--- src/rtl/dt2_wb_stage.sv ---
// MEM/WB pipeline register with load formatting, misaligned/illegal-load trap, result mux and retire counter.
// Latency one cycle from the M inputs; StallW holds the W register, FlushW bubbles it (flush beats stall).
module dt2_wb_stage #(
    parameter int XLEN    = 32,
    parameter int ORDER_W = 64
) (
    input  logic               clk,
    input  logic               reset,
    input  logic               StallW,
    input  logic               FlushW,
    input  logic               ValidM,
    input  logic               RegWriteM,
    input  logic [1:0]         ResultSrcM,
    input  logic [2:0]         Funct3M,
    input  logic [4:0]         RdM,
    input  logic [XLEN-1:0]    ALUResultM,
    input  logic [XLEN-1:0]    ReadDataM,
    input  logic [XLEN-1:0]    PCPlus4M,
    input  logic [XLEN-1:0]    ImmExtM,
    output logic [XLEN-1:0]    ResultW,
    output logic [4:0]         RdW,
    output logic               RegWriteW,
    output logic               RetireValidW,
    output logic               RetireTrapW,
    output logic [ORDER_W-1:0] RetireOrderW
);
    localparam int OFF_W = $clog2(XLEN / 8);

    typedef struct packed {
        logic            valid;
        logic            reg_write;
        logic [1:0]      result_src;
        logic [2:0]      funct3;
        logic [4:0]      rd;
        logic [XLEN-1:0] alu_result;
        logic [XLEN-1:0] read_data;
        logic [XLEN-1:0] pc_plus4;
        logic [XLEN-1:0] imm_ext;
    } wb_reg_t;

    wb_reg_t            wb_d, wb_q;
    logic [ORDER_W-1:0] order_d, order_q;

    logic [OFF_W-1:0]   off;
    logic [XLEN-1:0]    lane;
    logic [XLEN-1:0]    load_val;
    logic               misaligned;
    logic               illegal;
    logic               trap;

    always_comb begin
        wb_d = wb_q;
        if (FlushW) begin
            wb_d.valid = 1'b0;
        end else if (!StallW) begin
            wb_d.valid      = ValidM;
            wb_d.reg_write  = RegWriteM;
            wb_d.result_src = ResultSrcM;
            wb_d.funct3     = Funct3M;
            wb_d.rd         = RdM;
            wb_d.alu_result = ALUResultM;
            wb_d.read_data  = ReadDataM;
            wb_d.pc_plus4   = PCPlus4M;
            wb_d.imm_ext    = ImmExtM;
        end
    end

    always_comb begin
        order_d = order_q;
        if (RetireValidW) order_d = order_q + ORDER_W'(1);
    end

    always_ff @(posedge clk) begin
        if (reset) begin
            wb_q    <= '0;
            order_q <= '0;
        end else begin
            wb_q    <= wb_d;
            order_q <= order_d;
        end
    end

    // Shift the addressed byte down to lane 0 so every size extracts from the bottom.
    always_comb begin
        off        = wb_q.alu_result[OFF_W-1:0];
        lane       = wb_q.read_data >> {off, 3'b000};
        load_val   = '0;
        misaligned = 1'b0;
        illegal    = 1'b0;
        case (wb_q.funct3)
            3'b000: load_val = XLEN'($signed(lane[7:0]));
            3'b100: load_val = XLEN'(lane[7:0]);
            3'b001: begin
                load_val   = XLEN'($signed(lane[15:0]));
                misaligned = off[0];
            end
            3'b101: begin
                load_val   = XLEN'(lane[15:0]);
                misaligned = off[0];
            end
            3'b010: begin
                load_val   = XLEN'($signed(lane[31:0]));
                misaligned = (off[1:0] != 2'b00);
            end
            3'b110: begin
                load_val   = XLEN'(lane[31:0]);
                misaligned = (off[1:0] != 2'b00);
                illegal    = (XLEN == 32);
            end
            3'b011: begin
                load_val   = lane;
                misaligned = (off != '0);
                illegal    = (XLEN == 32);
            end
            default: illegal = 1'b1;
        endcase
    end

    always_comb begin
        case (wb_q.result_src)
            2'b00:   ResultW = wb_q.alu_result;
            2'b01:   ResultW = load_val;
            2'b10:   ResultW = wb_q.pc_plus4;
            default: ResultW = wb_q.imm_ext;
        endcase
    end

    assign trap         = wb_q.valid & (wb_q.result_src == 2'b01) & (misaligned | illegal);
    assign RetireTrapW  = trap;
    assign RegWriteW    = wb_q.valid & wb_q.reg_write & (wb_q.rd != 5'd0) & ~trap;
    assign RetireValidW = wb_q.valid & ~StallW;
    assign RetireOrderW = order_q;
    assign RdW          = wb_q.rd;
endmodule

--- config.mk ---
export PLATFORM = sky130hd
export DESIGN_NAME = dt2_wb_stage
export DESIGN_NICKNAME = d
export VERILOG_FILES = /design/src/rtl/dt2_wb_stage.sv
export SDC_FILE = /design/constraint.sdc
export NUM_CORES = 1
export LEC_CHECK = 0
export ABC_AREA = 1
export CAP_MARGIN = 20
export CORE_MARGIN = 2
export CORE_UTILIZATION = 45
export CTS_CLUSTER_SIZE = 8
export DETAILED_ROUTE_END_ITERATION = 10
export PLACE_DENSITY = 0.77
export SYNTH_ARGS = -nofsm -noshare
export SYNTH_HDL_FRONTEND = slang
export SYNTH_SLANG_ARGS = --single-unit
--- constraint.sdc ---
create_clock -name clk -period 1.7 [get_ports clk]
set_clock_uncertainty 0.05 [all_clocks]
set_input_delay 0.34 -clock clk [delete_from_list [all_inputs] [get_ports clk]]
set_output_delay 0.34 -clock clk [all_outputs]
set_load 0.02 [all_outputs]
==> results <==
- The flow ran to the end, but the final reports show violations.
- The final reports fail on negative setup slack.
- The later-pin clock latency in the skew report is 0.55 ns.
- The instance count after placement with tap cells included is 2179.
- The number of buffers and inverters on the critical path is 3.
- The total count of hold-check failures in the final report is 0.
- The CTS tree is built.
- Of all cell types, the one taking the most synthesized area is sky130_fd_sc_hd__dfxtp_1.
- Yosys mapped the design onto 37 distinct sky130hd cell types.
- The worst-case setup margin in the final layout is -0.7835 ns.
- In this run the number of H-tree levels came out at 1.
- The number of synthesized flops with an enable pin is 0.
- The average cell area after synthesis is 6.451 µm².
- Dividing the final minimum period by the clock period gives 146.1%.
- The initial core utilization is 45.38%.
- Input and output buffers added on the ports amount to 247.
- Prior to clock tree synthesis, the placed netlist has a worst setup slack of -0.7993 ns.
- The Yosys step of the flow raised 0 warnings.
- The kind of cell with the highest combined delay along the critical path is simple AND/OR/NAND/NOR gates.
- For this run, the register share of the synthesized area comes to 40.12%.
- The number of global-route vias before repair was 11527.
- The filler cell count is 1838.
- The routed length per placed instance is 17.66 µm.
- Among all stages on the critical path, the largest delay is contributed by sky130_fd_sc_hd__dfxtp_4.
- The detailed-route via count is 12094.
- Setup repair after global routing could not meet its margin everywhere.
- The highest cell delay on the worst timing path is 0.38 ns.
- In this run the count of I/O pins placed on the die edge is 248.
- The peak fanout along the critical path is 7.
- The number of max-capacitance violations reported is 0.
- The final weighted congestion in routability-driven placement is 0.9697.
- The root cell of the clock tree is sky130_fd_sc_hd__clkbuf_16.
- The analysis attributes to cell leakage a power of 6.724 nW.
- The tree built by TritonCTS fans out to 204 sinks.
- Entering global routing, the biggest net connects 77 pins.
- The final layout contains 2108 nets.
- Using the TritonRoute via totals, the vias-per-cell ratio works out to 5.380.
- The most critical setup path has its startpoint at off[0].
- The routed design has 39700 µm of wire.
- Summing every instance area after synthesis gives 0.01018 mm².
- At the pin with the least slew margin, the transition time is 0.3815 ns.
- The total design power is 0.01240 W.
- The endpoint class of the critical path is a primary output.
- The initial detailed-routing violation count is 823.
- The critical path arrival is 2.09 ns.
- In the post-synthesis netlist, the biggest area contributors are sky130_fd_sc_hd__dfxtp_1, sky130_fd_sc_hd__nor2_1, sky130_fd_sc_hd__nand2_1.
- The residual overflow from global routing is 0.
- From synthesis to final layout, the design area changed by 55.17%.
- Cells with a size suffix above 1 make up 25.62% of the layout.
- The final standard cell count with taps included and fillers excluded is 2248.
- The number of detailed-routing iterations run before antenna repair is 6.
- The post-synthesis async set-or-reset flop share is 0%.
- The timing-limited maximum frequency is 402.7 MHz.
- The max-slew headroom at the worst pin is 73.91%.
- The worst-case IR drop observed on VDD is 702.6 µV.
- In this run the horizontal extent of the chip is 154.4 µm.
- Walking the worst path, the cells encountered are inv_4, nand2_1, nand2_2, o21a_1, nand2_4, buf_12, nand2_2, nand2_1, nand4_1, buf_4.
- The gate count of the mapped netlist is 1578.
- The y dimension of the die is 154.4 µm.
- The antenna diode instance count is 0.
- The number of cell rows is 55.
- The number of antenna violations at the first check in global routing was 0.
- The most common flop cell mapped by yosys is sky130_fd_sc_hd__dfxtp_1.
- The floorplan step defined a die boundary enclosing 0.02384 mm².
- Yosys instantiated no cell more often than sky130_fd_sc_hd__nor2_1.
- The total count of max-transition violations in the final report is 0.
- The total clock buffers created by CTS is 29.
- The post-detailed-route DRC marker count is 0.
- The wire length of the first global-routing pass is 60580 µm.
- The HPWL after detailed placement is 27400 µm.
- The remaining antenna violation count is 0.
- The overall global routing resource usage is 31.48%.
- The maximum clock path buffer count is 3.
- After clock tree synthesis, the clock-pin slew on the worst setup and hold paths is 0.06 ns.
- The worst hold slack after final layout is 0.3078 ns.
- At the worst endpoint, the required time is 1.31 ns.
- The minimum clock period is 2.483 ns.
- The beginning of the worst hold path is Funct3M[0].
- The power per cell area is 785.0 mW/mm².
- By count the netlist is led by sky130_fd_sc_hd__nor2_1, sky130_fd_sc_hd__nand2_1, sky130_fd_sc_hd__dfxtp_1, sky130_fd_sc_hd__o21ai_0, sky130_fd_sc_hd__inv_1.
- The worst setup path is launched from a flop.
- The worst register-to-register path begins at wb_q[139].
- The flop and latch count out of synthesis is 204.
- The area inside the core boundary is 0.02243 mm².
- Synthesis produced a netlist with a net count of 1723.
- The fraction of post-synthesis cell area in the top cell type by area is 40.12%.
- Setup violations remaining at the end of the flow were counted as 66.
- The final setup TNS is -24.42 ns.
- The worst setup path is of the flop to primary output kind.
- In this run the worst hold path is classified as input port to flop.
-- cell type report --
| type | count | area (µm²) | share of cell area [%] |
|---|---|---|---|
| repair buffers | 434 | 4131 | 26.15 |
| multi-input cells | 1199 | 6013 | 38.07 |
| well taps | 285 | 356.6 | 2.257 |
| flip-flops and latches | 204 | 4145 | 26.24 |
| clock inverters | 2 | 50.05 | 0.3168 |
| clock buffers | 29 | 725.7 | 4.594 |
| inverters | 95 | 374.1 | 2.368 |
-- cell usage in the layout (no fill, tap or decap), types with 4 or more instances in the layout --
cell	Yosys	layout
sky130_fd_sc_hd__a31oi_1	7	4
sky130_fd_sc_hd__inv_4	0	7
sky130_fd_sc_hd__o21ai_2	0	8
sky130_fd_sc_hd__a21oi_1	32	30
sky130_fd_sc_hd__dlygate4sd2_1	0	5
sky130_fd_sc_hd__clkdlybuf4s15_1	0	7
sky130_fd_sc_hd__nand4_1	57	57
sky130_fd_sc_hd__o21ai_0	168	152
sky130_fd_sc_hd__dfxtp_2	0	31
sky130_fd_sc_hd__clkdlybuf4s15_2	0	26
sky130_fd_sc_hd__nor2_4	6	20
sky130_fd_sc_hd__buf_2	24	13
sky130_fd_sc_hd__nand3_2	6	24
sky130_fd_sc_hd__nor2_2	4	26
sky130_fd_sc_hd__clkbuf_16	0	31
sky130_fd_sc_hd__inv_2	4	4
sky130_fd_sc_hd__nand2_1	369	337
sky130_fd_sc_hd__dfxtp_1	204	167
sky130_fd_sc_hd__inv_1	91	84
sky130_fd_sc_hd__o211ai_1	4	4
sky130_fd_sc_hd__dfxtp_4	0	6
sky130_fd_sc_hd__nand3_4	4	11
sky130_fd_sc_hd__nand2_4	2	9
sky130_fd_sc_hd__xor2_1	10	10
sky130_fd_sc_hd__clkbuf_2	0	25
sky130_fd_sc_hd__clkdlybuf4s50_1	0	143
sky130_fd_sc_hd__buf_12	0	21
sky130_fd_sc_hd__nand3_1	72	48
sky130_fd_sc_hd__nand2_2	1	26
sky130_fd_sc_hd__o21ai_1	1	6
sky130_fd_sc_hd__xnor2_1	7	5
sky130_fd_sc_hd__nor2_1	424	389
sky130_fd_sc_hd__buf_6	1	39
sky130_fd_sc_hd__buf_4	5	151
-- logic make-up (layout without fill, tap and decap cells) --
group | count (synthesis) | in the layout | synth area share, %
and+or+nand+nor | 960 | 962 | 40.07
buffers and inverters | 177 | 560 | 7.080
adders and majority gates | 1 | 1 | 0.1229
DFF | 204 | 204 | 40.12
xor gates and xnor gates | 17 | 17 | 1.463
AOI/OAI and AO/OA | 219 | 219 | 11.15
-- sequential cells by signal, summed over array words and instances (netlist names) --
signal and flops:
RdW 5, RetireOrderW 64, off 2, wb_q 133
-- metrics by stage --
stage / instance area [µm²] / util, %
after detailed placement: 14070 / 62.70
after CTS: 15260 / 68.01
after global placement: 14070 / 62.70
after global routing: 15800 / 70.41
final: 15800 / 70.41
after floorplan: 10230 / -
-- worst paths after layout --
| check | end | slack [ns] | depth (start not counted) |
|---|---|---|---|
| hold reg to reg | RetireOrderW[15] | 0.43 | 1 |
| setup / recovery | ResultW[15] | -0.78 | 10 |
| setup reg to reg | RetireOrderW[32] | -0.09 | 10 |
| hold / removal | wb_q[133] | 0.31 | 3 |
-- what timing repair did --
action,in CTS,in global routing
pin swaps,21,58
resized for setup,412,206
buffers inserted,22,17
endpoints found under the setup margin,122,127
gates cloned,3,4
hold buffers,0,0
endpoints found under the hold margin,0,0
-- routing by layer --
layer | global-route usage [%] | part of all wire, % | up-vias
met5 | 0 | 0 | -
met4 | 10.41 | 3.8 | 0
met3 | 7.257 | 8.8 | 109
met2 | 55.31 | 49 | 519
met1 | 38.00 | 39 | 5634
li1 | - | - | 5832
-- where the power goes --
group	internal, W	switching [W]
clock	0.00313	0.00207
combinational	0.000989	0.00103
sequential	0.00501	0.000161
-- tightest hold or removal path, stage by stage --
cell                              delay, ns
sky130_fd_sc_hd__clkdlybuf4s50_1       0.39
sky130_fd_sc_hd__nor2_1                0.10
sky130_fd_sc_hd__nor2_1                0.05
Note: power is estimated with default switching activity, not from simulation.
